$ cat src/rtl/imem_ctrl.sv
// imem_ctrl: fetch-side instruction memory responder.
// Direct-mapped, one-word-per-line instruction cache in front of a
// variable-latency req/ack read bus.
// Optional macro IMEM_PERF_EN adds saturating hit_count/miss_count outputs.
module imem_ctrl #(
    parameter int unsigned LINES    = 16,
    parameter logic [31:0] RST_DATA = '0
) (
    input  logic        clk,
    input  logic        rst,
    input  logic [31:0] imem_addr,
    input  logic        inv,
    output logic [31:0] imem_data,
    output logic        stall,
    output logic        bus_req,
    output logic [31:0] bus_addr,
    input  logic        bus_ack,
    input  logic [31:0] bus_rdata
`ifdef IMEM_PERF_EN
    ,
    output logic [31:0] hit_count,
    output logic [31:0] miss_count
`endif
);

    localparam int unsigned IDX_W = $clog2(LINES);
    localparam int unsigned TAG_W = 30 - IDX_W;

    typedef enum logic {
        IDLE,
        FILL
    } state_t;

    state_t            state_q, state_d;
    logic [LINES-1:0]  valid_q, valid_d;
    logic [TAG_W-1:0]  tag_q  [LINES];
    logic [31:0]       data_q [LINES];
    logic              inv_pend_q, inv_pend_d;
    logic              bus_req_q, bus_req_d;
    logic [31:0]       bus_addr_q, bus_addr_d;

    logic [IDX_W-1:0]  idx, fill_idx;
    logic [TAG_W-1:0]  tag, fill_tag;
    logic              hit;
    logic              fill_we;
    logic              unused_addr_bits;

    assign idx      = imem_addr[IDX_W+1:2];
    assign tag      = imem_addr[31:IDX_W+2];
    assign fill_idx = bus_addr_q[IDX_W+1:2];
    assign fill_tag = bus_addr_q[31:IDX_W+2];

    // Byte offset of the PC is irrelevant for word fetches.
    assign unused_addr_bits = ^imem_addr[1:0];

    assign hit       = (state_q == IDLE) && valid_q[idx] && (tag_q[idx] == tag);
    assign stall     = ~hit;
    assign imem_data = hit ? data_q[idx] : RST_DATA;
    assign bus_req   = bus_req_q;
    assign bus_addr  = bus_addr_q;

    // Next-state logic: launch a fill on miss, retire it on ack, track invalidates.
    always_comb begin
        state_d    = state_q;
        bus_req_d  = bus_req_q;
        bus_addr_d = bus_addr_q;
        inv_pend_d = inv_pend_q;
        fill_we    = 1'b0;
        unique case (state_q)
            IDLE: begin
                if (!hit) begin
                    state_d    = FILL;
                    bus_req_d  = 1'b1;
                    bus_addr_d = {imem_addr[31:2], 2'b00};
                    inv_pend_d = inv;
                end
            end
            FILL: begin
                if (bus_ack) begin
                    state_d    = IDLE;
                    bus_req_d  = 1'b0;
                    inv_pend_d = 1'b0;
                    // An inv arriving in the ack cycle also suppresses the write,
                    // otherwise the line would survive the clear below.
                    fill_we    = ~inv_pend_q & ~inv;
                end else if (inv) begin
                    inv_pend_d = 1'b1;
                end
            end
            default: state_d = IDLE;
        endcase

        valid_d = valid_q;
        if (fill_we) begin
            valid_d[fill_idx] = 1'b1;
        end
        if (inv) begin
            valid_d = '0;
        end
    end

    // Control state with asynchronous active-low reset.
    always_ff @(posedge clk or negedge rst) begin
        if (!rst) begin
            state_q    <= IDLE;
            valid_q    <= '0;
            inv_pend_q <= 1'b0;
            bus_req_q  <= 1'b0;
            bus_addr_q <= '0;
        end else begin
            state_q    <= state_d;
            valid_q    <= valid_d;
            inv_pend_q <= inv_pend_d;
            bus_req_q  <= bus_req_d;
            bus_addr_q <= bus_addr_d;
        end
    end

    // Tag/data arrays: written on a completed fill, never reset.
    always_ff @(posedge clk) begin
        if (fill_we) begin
            tag_q[fill_idx]  <= fill_tag;
            data_q[fill_idx] <= bus_rdata;
        end
    end

`ifdef IMEM_PERF_EN
    logic [31:0] hit_count_q, miss_count_q;

    // Saturating performance counters; unaffected by invalidate.
    always_ff @(posedge clk or negedge rst) begin
        if (!rst) begin
            hit_count_q  <= '0;
            miss_count_q <= '0;
        end else begin
            if (hit && (hit_count_q != '1)) begin
                hit_count_q <= hit_count_q + 32'd1;
            end
            if ((state_q == IDLE) && !hit && (miss_count_q != '1)) begin
                miss_count_q <= miss_count_q + 32'd1;
            end
        end
    end

    assign hit_count  = hit_count_q;
    assign miss_count = miss_count_q;
`endif

endmodule

$ cat config.mk
export PLATFORM = sky130hd
export DESIGN_NAME = imem_ctrl
export DESIGN_NICKNAME = d
export VERILOG_FILES = /design/src/rtl/imem_ctrl.sv
export SDC_FILE = /design/constraint.sdc
export NUM_CORES = 1
export LEC_CHECK = 0
export CAP_MARGIN = 25
export CORE_AREA = 5 5 362 186
export DETAILED_ROUTE_END_ITERATION = 10
export DIE_AREA = 0 0 367 191
export GPL_TIMING_DRIVEN = 0
export HOLD_SLACK_MARGIN = 0.12
export PLACE_DENSITY_LB_ADDON = 0.1
export REMOVE_ABC_BUFFERS = 1
export SLEW_MARGIN = 0
export SYNTH_ARGS = -nofsm -noshare
export SYNTH_HDL_FRONTEND = slang
export SYNTH_SLANG_ARGS = --single-unit
$ cat constraint.sdc
create_clock -name clk -period 8.3 [get_ports clk]
set_input_delay 1.66 -clock clk [delete_from_list [all_inputs] [get_ports clk]]
set_output_delay 1.66 -clock clk [all_outputs]
set_load 0.02 [all_outputs]
== Word-level counts from Yosys, hierarchy flattened ==
Memories as Yosys holds them, arrays and structs flattened.
Cells that the tools add are included.
Storage, ports and cells
  bits of input ports: 68
  word-level logic and storage cells: 48
  RAM bits: 928
  memories: 2
  output and inout bits: 66
  flip-flop bits (word level): 49
Cells by class
  eq/ne operators: 4
  multiplexer cells: 21
  reductions and logical operators: 7
  bitwise gates (word level): 6
  $lt $le $gt $ge: 3
Memory list
  data_q: words 16, width 32, read ports 1, clocked after Yosys merged registers in 0, wr ports 1, line 37  | logic [31:0] data_q [LINES];
  tag_q: words 16, width 26, read ports 1, clocked after Yosys merged registers in 0, wr ports 1, line 36  | logic [TAG_W-1:0] tag_q [LINES];
Operator list (count)
  $mux W16: 2
  $mux W32: 1
  $eq A26 B26 Y1: 1
  $or A16 B16 Y16: 1
  $mux W1: 13
  $lt A4 B5 Y1 const B: 2
  $pmux W1 S2: 3
  $reduce_and A2 Y1: 3
  $bmux W1 S4: 1
  $demux W1 S4: 1
  $ge A4 B1 Y1 const B: 1
  $ne A2 B2 Y1 const B: 2
  $not A1 Y1: 4
  $logic_and A1 B1 Y1: 3
  $ne A3 B3 Y1 const B: 1
  $reduce_bool A2 Y1: 1
  $and A1 B1 Y1: 1

== Longest topological paths before layout ==
  word-level depth: 7
  depth in mapped cells: 13
  depth with buffers taken out: 8

== Least setup slack after synthesis ==
Ideal clock, no wire load.
  path kind: input -> register
  from: in inv
  to: mem data_q[0][0], enable pin
  buffers on the path: 1
  path slack: 1076 ps
  required time: 7752 ps
  setup time: 548 ps
  stages on the path: 4
  arrival time: 6677 ps
  path through: clkbuf_1 -> nor3_1 -> or3b_2 -> nor3_1
On the way
  word-level cells in the longest chain between the ends: 6
Ends and longest elaborated chain
  from (decl): line 12  | input logic inv,
  $not A1 Y1: line 85  | fill_we = ~inv_pend_q & ~inv;
  $and A1 B1 Y1: line 85
  $mux W1: line 79  | if (bus_ack) begin
  $mux W1: line 69  | unique case (state_q)
  $mux W1: line 121  | if (fill_we) begin
  $mux W1 (not written as such): line 123  | data_q[fill_idx] <= bus_rdata;
  to (decl): line 37
No other way between the ends.

== Worst setup path after layout ==
  from: in imem_addr[3]
  to: out imem_data[8]
On the way
  word-level cells in the longest chain between the ends: 5
  elaborated cells on any way between the ends: 8
  classes of those cells: 1 x eq/ne; 3 x mux; 2 x reduce/logical; 2 x memory
Ends and longest elaborated chain
  from (decl): line 11  | input logic [31:0] imem_addr,
  parallel branches: the longest is 4 deep, another holds $mem_v2 Z16 W26
  $mux W32 (*): line 58  | assign imem_data = hit ? data_q[idx] : RST_DATA;
  to (decl): line 13  | output logic [31:0] imem_data,
Every way passes the cells marked *. The select of a mux whose other input is x is not followed.

==> summary.md <==
| Metric | Value |
|---|---|
| Final period util | between 90 and 100% |
| Worst hold path class | reg2reg |
| All-Layer GR Usage | about a quarter |
| Vias | about 18000 |
| Horiz. Die Dim | between 300 and 400 um |
| Avg WL per Cell | just over 30 um |
| Seq/Total Area, Yosys | between 70% and 80% |
| FMAX | around 130 MHz |
| Async SR Flop Fraction | about 5.0% |
| Pre-Repair DR Iteration Count | 5 |
| Final Critical Period | between 7 and 8 ns |
| Most frequent cells in the layout | edfxtp_1 (928), mux4_2 (261), clkdlybuf4s50_1 (124) |
| Fraction of layout cells with a size suffix above 1 | around 28% |
| Gr busiest metal | met2 |
| RSZ-0062 raised after global routing | no |
| Global Route met1 Usage | 36.8% |
| Power Dens Cells | around 230 mW/mm2 |
| First-pass GRT wire length | roughly 120000 um |
| Rows | 66 |
| Hold Crit Start | valid_q[5] |
| Clock Latency Late Sink | 0.62 ns |
| Gr ovfl total | 0 |
| Gpl congestion | 0.726 |
| DRC viols | 0 |
| Nets@finish | 1923 |
| Die Y | ~190 um |
| Cell leakage power | roughly 14 nW |
| Startpoint Class | input port |
| Core region area | roughly 0.064 mm2 |
| CTS root buf | clkbuf_16 |
| M2 GR Usage | between 30% and 40% |
| Remaining antenna violation count | 0 |
| Routed Wire Length | 84200 um |
| Pins Over Slew Limit | 0 |
| Syn Area/Cell | roughly 23 um2 |
| CTS buffer count | 81 |
| Worst-path clk slew | about 0.070 ns |
| CP Max Fanout | 54 |
| # IOs | 134 |
| Number of flops mapped to enable cells by yosys | slightly above 900 |
| YS warnings | 0 |
| Peak VDD IR | 0.152 mV |
| Worst R2R Start | tag_q[11][24] |
| Crit path launch | imem_addr[3] |
| PortBufs | roughly 130 |
| Cell family with most CP delay | buffers and inverters |
| Largest net degree at the start of global routing | a little under 70 |
| CTS tree | yes |
| Final Hold Fails | 0 |
| Filler Cells Inserted | between 3000 and 4000 |
| Cts hold-fix bufs | 0 |
| # clock sinks | between 900 and 1000 |
| CTS H-tree depth | 3 |
| WP data required | about 6.6 ns |
| Measured slew at the worst slew-check pin | between 1 and 1.5 ns |
| Setup CP Type | in2out |
| Fin area | approximately 0.044 mm2 |
| Dpl ws | -0.837 ns |
| Critical Path AT | between 6 and 7 ns |
| Most common cell after layout, fill and taps aside | edfxtp_1 |
| Setup crit end kind | output pin |
| Vias per cell | around 6.3 |
| Number of synthesized register bits | 977 |
| Hpwl dp | ~50000 um |
| Longest Clk Path Bufs | 3 |
| Met3 global-route usage | around 4.8% |
| Crit-path slowest cell | nor4_2 |
| Max_slew headroom | between 20 and 30% |
| Cell area after placement | ~0.041 mm2 |
| Slowest stage delay, CP | 0.66 ns |
| Cells after Synth | between 1500 and 2000 |
| Die ar. | around 0.07 mm2 |
| Max cap viols | 0 |
| WP buf/inv | 7 |
| Endpoints failing setup | 0 |
| Vias in the first global route | between 15000 and 20000 |
| Synth Flop Type | edfxtp_1 |
| Synthesized cell area | roughly 0.038 mm2 |
| Setup WS post-layout | 0.308 ns |
| Initial Util | 59.1% |
| Worst path cell trace | buf_12 > buf_16 > buf_16 > mux4_2 > mux2i_1 > mux2i_1 > xor2_1 > nor4_2 > nand2_1 > nor4_4 > buf_8 > buf_6 > buf_6 > and2_1 > clkdlybuf4s50_1 |
| Area delta synth->final | 16.5% |
| Unique cell type count in the Yosys netlist | 52 |
| Status | finished, final reports clean |
| Setup Skew | between 0.015 and 0.02 ns |
| Initial antenna violation count | 1 |
| Detailed Route Iter0 Violations | around 2100 |
==> sequential cells by signal, summed over array words and instances, names as in the netlist <==
register	count
data_q	512
tag_q	416
bus_addr	30
valid_q	16
bus_req	1
inv_pend_q	1
state_q	1
==> power by group <==
group          switching (mW)  internal, mW  total, mW
clock                    1.66          2.10       3.76
combinational           0.315         0.293      0.609
sequential              0.108          5.52       5.63
total                    2.08          7.92       10.0
==> synthesized netlist by cell type (13+ instances only) <==
cell type,count,area [um2]
edfxtp_1,928,27900
mux4_2,261,5880
mux2i_1,56,561
nor2_1,55,206
dfrtp_1,49,1230
clkbuf_1,34,128
and2_1,33,206
mux2_4,29,435
xnor2_1,22,193
buf_2,14,70.1
nand2_1,13,48.8
==> per-stage QoR <==
stage	util, %	hold slack, ns	TNS, ns	cells	power [mW]
floorplan	-	0.461	0	1553	5.99
CTS	68.8	0.502	0	2763	10.1
global placement	62.1	0.474	-3546.30	2532	6.46
detailed placement	64.6	0.487	-21.87	2617	6.33
global route	68.9	0.532	0	2764	10.3
finish	68.9	0.499	0	2765	10.0
==> repair_timing <==
action	in CTS	in global routing
endpoints found under the setup margin	33	26
gates cloned	3	1
endpoints found under the hold margin	0	0
setup buffers	1	0
pin swaps	1	0
resized for setup	3	3
==> worst paths after layout <==
kind / endpoint / slack, ns / cells after the start
max: imem_data[8] / 0.31 / 15
min: valid_q[5] / 0.50 / 2
max reg2reg: bus_addr[27] / 4.33 / 9
min reg2reg: valid_q[5] / 0.50 / 2
max in group asynchronous: bus_addr[14] / 6.67 / 2
min in group asynchronous: bus_addr[7] / 1.01 / 1
==> kinds of logic after synthesis <==
| group | Yosys count | synth area share (%) |
|---|---|---|
| xor+xnor | 34 | 0.787 |
| flops | 977 | 76.9 |
| compound gates | 43 | 0.867 |
| simple gates | 138 | 1.86 |
| other cells | 1 | 0.00991 |
| mux | 351 | 18.3 |
| buf+inv | 89 | 1.26 |
==> per-layer routing <==
metal / vias to the layer above / share of wire (%)
met1: 9488 / 44
met5: - / 0
met2: 662 / 48
met4: 0 / 1.2
li1: 7298 / -
met3: 77 / 7.3
==> area by class of cell <==
cell class	count	area [um2]	area share (%)
Sequential cell	977	29100	66.0
Multi-Input combinational cell	568	8390	19.0
Timing Repair Buffer	219	2930	6.64
Clock buffer	110	2270	5.15
Tap cell	850	1060	2.41
Clock inverter	32	308	0.698
Inverter	8	35.0	0.0795
Antenna cell	1	2.50	0.00568
==> worst min-delay path: stages, from the launching register on <==
cell and delay (ns):
dfrtp_1 0.35, nor2_1 0.05, nor2_1 0.07
Note: power is estimated with default switching activity, not from simulation.
